**config.mk**
```make
export PLATFORM = sky130hd
export DESIGN_NAME = block_scanout
export DESIGN_NICKNAME = d
export VERILOG_FILES = /design/src/rtl/block_scanout.sv
export SDC_FILE = /design/constraint.sdc
export NUM_CORES = 1
export LEC_CHECK = 0
export BUFFER_PORTS_ARGS = -buffer_cell sky130_fd_sc_hd__buf_2
export CAP_MARGIN = 20
export CELL_PAD_IN_SITES_DETAIL_PLACEMENT = 1
export CELL_PAD_IN_SITES_GLOBAL_PLACEMENT = 2
export CORE_MARGIN = 2
export CORE_UTILIZATION = 32
export DETAILED_ROUTE_END_ITERATION = 8
export PLACE_DENSITY = 0.8
export SYNTH_ARGS = -nofsm -noshare
export SYNTH_HDL_FRONTEND = slang
export SYNTH_SLANG_ARGS = --single-unit
```
**constraint.sdc**
```tcl
create_clock -name GCLK -period 2.6 [get_ports GCLK]
set_input_delay 0.26 -clock GCLK [delete_from_list [all_inputs] [get_ports GCLK]]
set_output_delay 0.26 -clock GCLK [all_outputs]
set_load 0.02 [all_outputs]
```
**src/rtl/block_scanout.sv**
```systemverilog
// Raster scan-out of a 4x4-pixel block store into an 8-bit valid/ready pixel stream.
// Define SCANOUT_DOUBLE_EN to emit every pixel and every line twice (2x upscale).
module block_scanout #(
    parameter int FB_W = 320,
    parameter int FB_H = 240,
    parameter int AW   = 13
) (
    input  logic          GCLK,
    input  logic          RSTN,
    input  logic          en,
    output logic [AW-1:0] mem_addr,
    input  logic [127:0]  mem_rd_data,
    output logic [7:0]    pix_data,
    output logic          pix_valid,
    input  logic          pix_ready,
    output logic          pix_sol,
    output logic          pix_sof,
    output logic          frame_done,
    output logic          busy
);

`ifdef SCANOUT_DOUBLE_EN
    localparam int SCALE = 2;
`else
    localparam int SCALE = 1;
`endif
    localparam int COLS  = FB_W / 4;
    localparam int OUT_W = FB_W * SCALE;
    localparam int OUT_H = FB_H * SCALE;
    localparam int CW    = $clog2(COLS + 1);
    localparam int YW    = $clog2(FB_H + 1);
    localparam int XW    = $clog2(OUT_W + 1);
    localparam int EW    = $clog2(OUT_H + 1);

    localparam logic [CW-1:0] COL_LAST = CW'(COLS - 1);
    localparam logic [YW-1:0] FY_LAST  = YW'(FB_H - 1);
    localparam logic [XW-1:0] EX_LAST  = XW'(OUT_W - 1);
    localparam logic [EW-1:0] EY_LAST  = EW'(OUT_H - 1);
    localparam logic [AW-1:0] COLS_A   = AW'(COLS);

    typedef enum logic [1:0] {IDLE, FILL, RUN} state_t;

    state_t        state;
    logic [CW-1:0] f_col;
    logic [YW-1:0] f_y;
    logic [AW-1:0] f_base;
    logic          f_done;
    logic          req_q, ret_q;
    logic [1:0]    req_row, ret_row;
    logic [31:0]   nxt, cur;
    logic          nxt_full;
    logic [1:0]    cnt;
    logic [XW-1:0] e_x;
    logic [EW-1:0] e_y;
`ifdef SCANOUT_DOUBLE_EN
    logic          rep;
    logic          f_lrep;
`endif

    logic          accept, cur_last, pix_step, line_step;
    logic          load_bus, load_nxt, cur_drain, last_pix, fetch_go, valid_next;
    logic [31:0]   row_data;
    logic [XW-1:0] ex_nxt, pos_x;
    logic [EW-1:0] ey_nxt, pos_y;

    assign pix_data = cur[31:24];

    // A returned row bypasses NXT straight into CUR whenever CUR would otherwise be empty.
    always_comb begin
        accept = pix_valid && pix_ready;
`ifdef SCANOUT_DOUBLE_EN
        pix_step  = rep;
        line_step = f_lrep;
`else
        pix_step  = 1'b1;
        line_step = 1'b1;
`endif
        cur_last   = (cnt == 2'd3) && pix_step;
        load_bus   = ret_q && (!pix_valid || (accept && cur_last && !nxt_full));
        load_nxt   = accept && cur_last && nxt_full;
        cur_drain  = accept && cur_last && !nxt_full && !load_bus;
        last_pix   = accept && (e_x == EX_LAST) && (e_y == EY_LAST);
        fetch_go   = (state != IDLE) && !f_done && !nxt_full && !req_q && !ret_q;
        valid_next = (pix_valid && !cur_drain) || load_bus;
        case (ret_row)
            2'd0:    row_data = mem_rd_data[127:96];
            2'd1:    row_data = mem_rd_data[95:64];
            2'd2:    row_data = mem_rd_data[63:32];
            default: row_data = mem_rd_data[31:0];
        endcase
        if (e_x == EX_LAST) begin
            ex_nxt = '0;
            ey_nxt = (e_y == EY_LAST) ? '0 : e_y + EW'(1);
        end else begin
            ex_nxt = e_x + XW'(1);
            ey_nxt = e_y;
        end
        pos_x = accept ? ex_nxt : e_x;
        pos_y = accept ? ey_nxt : e_y;
    end

    always_ff @(posedge GCLK) begin
        if (!RSTN) begin
            state      <= IDLE;
            f_col      <= '0;
            f_y        <= '0;
            f_base     <= '0;
            f_done     <= 1'b0;
            req_q      <= 1'b0;
            ret_q      <= 1'b0;
            req_row    <= '0;
            ret_row    <= '0;
            nxt        <= '0;
            nxt_full   <= 1'b0;
            cur        <= '0;
            cnt        <= '0;
            e_x        <= '0;
            e_y        <= '0;
            mem_addr   <= '0;
            pix_valid  <= 1'b0;
            pix_sol    <= 1'b0;
            pix_sof    <= 1'b0;
            frame_done <= 1'b0;
            busy       <= 1'b0;
`ifdef SCANOUT_DOUBLE_EN
            rep        <= 1'b0;
            f_lrep     <= 1'b0;
`endif
        end else begin
            frame_done <= 1'b0;
            req_q      <= fetch_go;
            ret_q      <= req_q;
            ret_row    <= req_row;

            // Fetch pointer walks blocks in raster order, one read at a time.
            if (fetch_go) begin
                mem_addr <= f_base + AW'(f_col);
                req_row  <= f_y[1:0];
                if (f_col == COL_LAST) begin
                    f_col <= '0;
`ifdef SCANOUT_DOUBLE_EN
                    f_lrep <= ~f_lrep;
`endif
                    if (line_step) begin
                        if (f_y == FY_LAST) begin
                            f_y    <= '0;
                            f_base <= '0;
                            f_done <= 1'b1;
                        end else begin
                            f_y <= f_y + YW'(1);
                            if (f_y[1:0] == 2'd3)
                                f_base <= f_base + COLS_A;
                        end
                    end
                end else begin
                    f_col <= f_col + CW'(1);
                end
            end

            if (ret_q && !load_bus) begin
                nxt      <= row_data;
                nxt_full <= 1'b1;
            end else if (load_nxt) begin
                nxt_full <= 1'b0;
            end

            if (load_bus) begin
                cur <= row_data;
                cnt <= '0;
`ifdef SCANOUT_DOUBLE_EN
                rep <= 1'b0;
`endif
            end else if (load_nxt) begin
                cur <= nxt;
                cnt <= '0;
`ifdef SCANOUT_DOUBLE_EN
                rep <= 1'b0;
`endif
            end else if (accept) begin
`ifdef SCANOUT_DOUBLE_EN
                rep <= ~rep;
`endif
                if (pix_step) begin
                    cur <= {cur[23:0], 8'h00};
                    cnt <= cnt + 2'd1;
                end
            end

            if (accept) begin
                e_x <= ex_nxt;
                e_y <= ey_nxt;
            end
            pix_valid <= valid_next;
            pix_sol   <= valid_next && (pos_x == '0);
            pix_sof   <= valid_next && (pos_x == '0) && (pos_y == '0);

            case (state)
                IDLE: begin
                    if (en) begin
                        state  <= FILL;
                        busy   <= 1'b1;
                        f_col  <= '0;
                        f_y    <= '0;
                        f_base <= '0;
                        f_done <= 1'b0;
`ifdef SCANOUT_DOUBLE_EN
                        f_lrep <= 1'b0;
`endif
                    end
                end
                FILL: begin
                    if (load_bus)
                        state <= RUN;
                end
                RUN: begin
                    if (last_pix) begin
                        frame_done <= 1'b1;
                        f_col      <= '0;
                        f_y        <= '0;
                        f_base     <= '0;
                        f_done     <= 1'b0;
`ifdef SCANOUT_DOUBLE_EN
                        f_lrep     <= 1'b0;
`endif
                        if (en) begin
                            state <= FILL;
                        end else begin
                            state <= IDLE;
                            busy  <= 1'b0;
                        end
                    end
                end
                default: state <= IDLE;
            endcase
        end
    end

endmodule
```
==> metrics.md <==
| Metric | Value |
|---|---|
| Count of clock tree sinks | `139` |
| First-pass GRT wire length | `33800 µm` |
| Half-perimeter wire length after detailed placement | `14600 µm` |
| Hold violation total from the final report | `0` |
| Last element of the critical path | `f_col[3]` |
| FF-to-FF Start | `e_x[0]` |
| Worst min path class | `in -> reg` |
| Status | `complete, no violations` |
| Average footprint of a synthesized cell | `8.36 µm²` |
| Initial antenna violation count | `2` |
| Share of total power in sequential cells | `0.428` |
| DRC violation total after the first TritonRoute iteration | `271` |
| Portion of the post-synthesis area used by sequential elements | `0.384` |
| Setup crit start | `e_x[0]` |
| Total clock buffers created by CTS | `17` |
| Net switching power | `0.00126 W` |
| Placeable core region | `0.0224 mm²` |
| TritonCTS clock tree | `yes` |
| Congestion Overflow GR | `0` |
| Number of hold-repair buffers added at the cts stage | `0` |
| Setup repair after global routing missed its margin | `false` |
| EDFF count, synth | `0` |
| Die width | `155 µm` |
| Final setup fails | `0` |
| M2 GR Usage | `0.293` |
| H-tree lvl count | `4` |
| Clock root buffer master | `clkbuf_16` |
| Fraction of registers with async set/reset | `0` |
| Die H | `155 µm` |
| Leading register cell type out of synthesis | `dfxtp_1` |
| Combined area of all synthesized cells | `0.00725 mm²` |
| GP Congestion | `0.750` |
| Count of pins on the block boundary | `158` |
| WP data arrival | `2.65 ns` |
| Area delta synth->final | `22.8%` |
| Number of global-route vias before repair | `6549` |
| Layout cells sized above 1 | `0.258` |
| Synthesized instance count | `867` |
| Number of distinct library cells after synthesis | `56` |
| Antenna-violating nets left | `0` |
| Combinational group share of total power | `0.080` |
| Nature of the critical path startpoint | `flip-flop` |
| Reg-to-reg critical path endpoint | `f_col[3]` |
| Setup crit end kind | `flip-flop` |
| Critical path required time | `2.90 ns` |
| Power per unit of standard cell area | `578 mW/mm²` |
| Hold Crit Start | `en` |
| Total internal power | `0.00389 W` |
| Port Buffers | `157` |
| Post-route clock skew | `0.0116 ns` |
| Net Count, Synth | `1013` |
| Post-CTS setup buffer count | `0` |
| Max Root-Sink Buffers | `2` |
| Classification of the worst setup path | `reg -> reg` |
| Number of maximum-capacitance constraint violations | `0` |
| Static leakage power | `3.26 nW` |
| Effective utilization at floorplan | `0.323` |
| Top cell types by occurrence after synthesis | `181 x nand2_1, 139 x dfxtp_1, 114 x nor2_1` |
| Fin. max-slew vios | `0` |
| Worst reg-to-reg path cell count | `8` |
| Per-cell via count in the routed design | `5.12` |
| DIE AREA | `0.0239 mm²` |
| Drt first pass iters | `4` |
| M1 GR Usage | `0.230` |
| Skew-Pair Late Insertion Delay | `0.43 ns` |
| Global-route layer with the greatest usage | `met2` |
| Total negative slack for setup checks | `0 ns` |
| Post-route minimum period | `2.35 ns` |
| Post-route cell area | `0.00890 mm²` |
| Global Route met3 Usage | `0.0398` |
| Clock network fraction of total power | `0.492` |
| Share of total power consumed by net switching | `0.245` |
| Largest fanout on the critical path | `9` |
| Total number of vias | `6642` |
| Routed length per instance | `16.2 µm` |
| Clock-pin slew on the worst setup and hold paths | `0.06 ns` |
| Maximum number of pins on one net before global-route repair | `80` |
| Remaining routing DRC violations | `0` |
| Transition time at the pin with the least slew margin | `0.556 ns` |
| Overall routing resource usage | `0.176` |
| Peak ir drop on the vdd network | `0.376 mV` |
| Register-to-register path setup slack | `0.25 ns` |
| Count of cells resized by post-cts repair | `0` |
| Final worst path period share | `0.906` |
| Fraction of post-synthesis cell area in the top cell type by area | `0.384` |
| Synthesis Warnings | `0` |
| Fmax | `0.425 GHz` |
| Worst slew margin relative to its limit | `0.625` |
| Number of cell rows | `55` |
| Number of flip-flops and latches in the synthesized netlist | `139` |
| Most frequent cell after synthesis | `nand2_1` |
| Total routed wirelength | `21000 µm` |
| Net count reported at finish | `1145` |
| Main area contributors after synthesis | `dfxtp_1 38%, mux4_2 9.9%, nand2_1 9.4%` |
| Library cell occupying the most area in the post-synthesis netlist | `dfxtp_1` |
| Area post-placement | `0.00828 mm²` |
-- state kept, by name, summed over array words and instances (netlist names), 2 cells and up --
signal,cells
ret_row,2
cnt,2
cur,32
req_row,2
state,2
mem_addr,13
f_y,8
f_col,7
e_y,8
nxt,32
e_x,9
f_base,13
-- power groups by stage --
| stage | clock network (W) | registers [W] | logic [W] |
|---|---|---|---|
| 3_5_place_dp | 0 | 0.00225 | 0.000418 |
| 2_1_floorplan | 0 | 0.00225 | 0.000231 |
| 4_1_cts | 0.00259 | 0.00220 | 0.000421 |
| 5_1_grt | 0.00269 | 0.00221 | 0.000461 |
| 6_report | 0.00253 | 0.00220 | 0.000413 |
| 3_3_place_gp | 0 | 0.00225 | 0.000411 |
-- routing by layer --
layer	wire, µm	share of wire
met4	199	0.0095
met1	9780	0.47
met2	10100	0.48
met5	13	0.00062
met3	883	0.042
-- per-stage QoR --
stage	cells	util	setup WS (ns)	hold slack (ns)	total power (W)
global placement	1265	0.369	0.359	0.439	0.00266
floorplan	867	-	0.468	0.399	0.00249
CTS	1297	0.397	0.234	0.172	0.00522
detailed placement	1265	0.369	0.287	0.446	0.00267
finish	1298	0.397	0.246	0.191	0.00515
global route	1298	0.397	0.0647	0.193	0.00536
-- worst min-delay path by stage --
stage                   to  slack [ns]  cells past startpoint
3_3_place_gp   mem_addr[5]        0.44                      2
6_report              busy        0.19                      3
4_1_cts               busy        0.17                      3
5_1_grt               busy        0.19                      3
3_5_place_dp   mem_addr[3]        0.45                      2
2_1_floorplan    pix_valid        0.40                      1
-- layout by cell type, fill, tap and decap left out, drive strengths merged, types with 13 or more instances in the layout --
cell / count
o21ai: 20
dfxtp: 139
inv: 15
xor2: 14
xnor2: 22
nand2: 182
a21oi: 90
a311oi: 24
mux4: 32
clkbuf: 17
ha: 13
nor2: 114
nand3: 31
and2: 16
buf: 176
-- cells by family after synthesis --
family                     synth area share
xor gates and xnor gates             0.0435
DFF                                   0.384
AOI/OAI and AO/OA                     0.150
and+or+nand+nor                       0.249
buffers and inverters                0.0459
adders and majority gates            0.0252
muxes                                 0.103
-- final cells by class --
type | instances | area (µm²)
timing repair buffer | 176 | 966
fill | 2719 | 13500
antenna | 1 | 2.50
clock buffer | 17 | 425
sequential | 139 | 2780
tap | 285 | 357
clock inverter | 15 | 189
multi-input combinational | 654 | 4140
inverter | 11 | 41.3
-- worst max-delay path, stage by stage (launching register included) --
cell and delay, ns:
dfxtp_1 0.41, ha_1 0.22, nand2_1 0.15, nor4_4 0.41, nand2b_1 0.18, o311ai_4 0.33, buf_4 0.24, nand2b_1 0.21
nor2_1 0.09
Note: power is estimated with default switching activity, not from simulation.
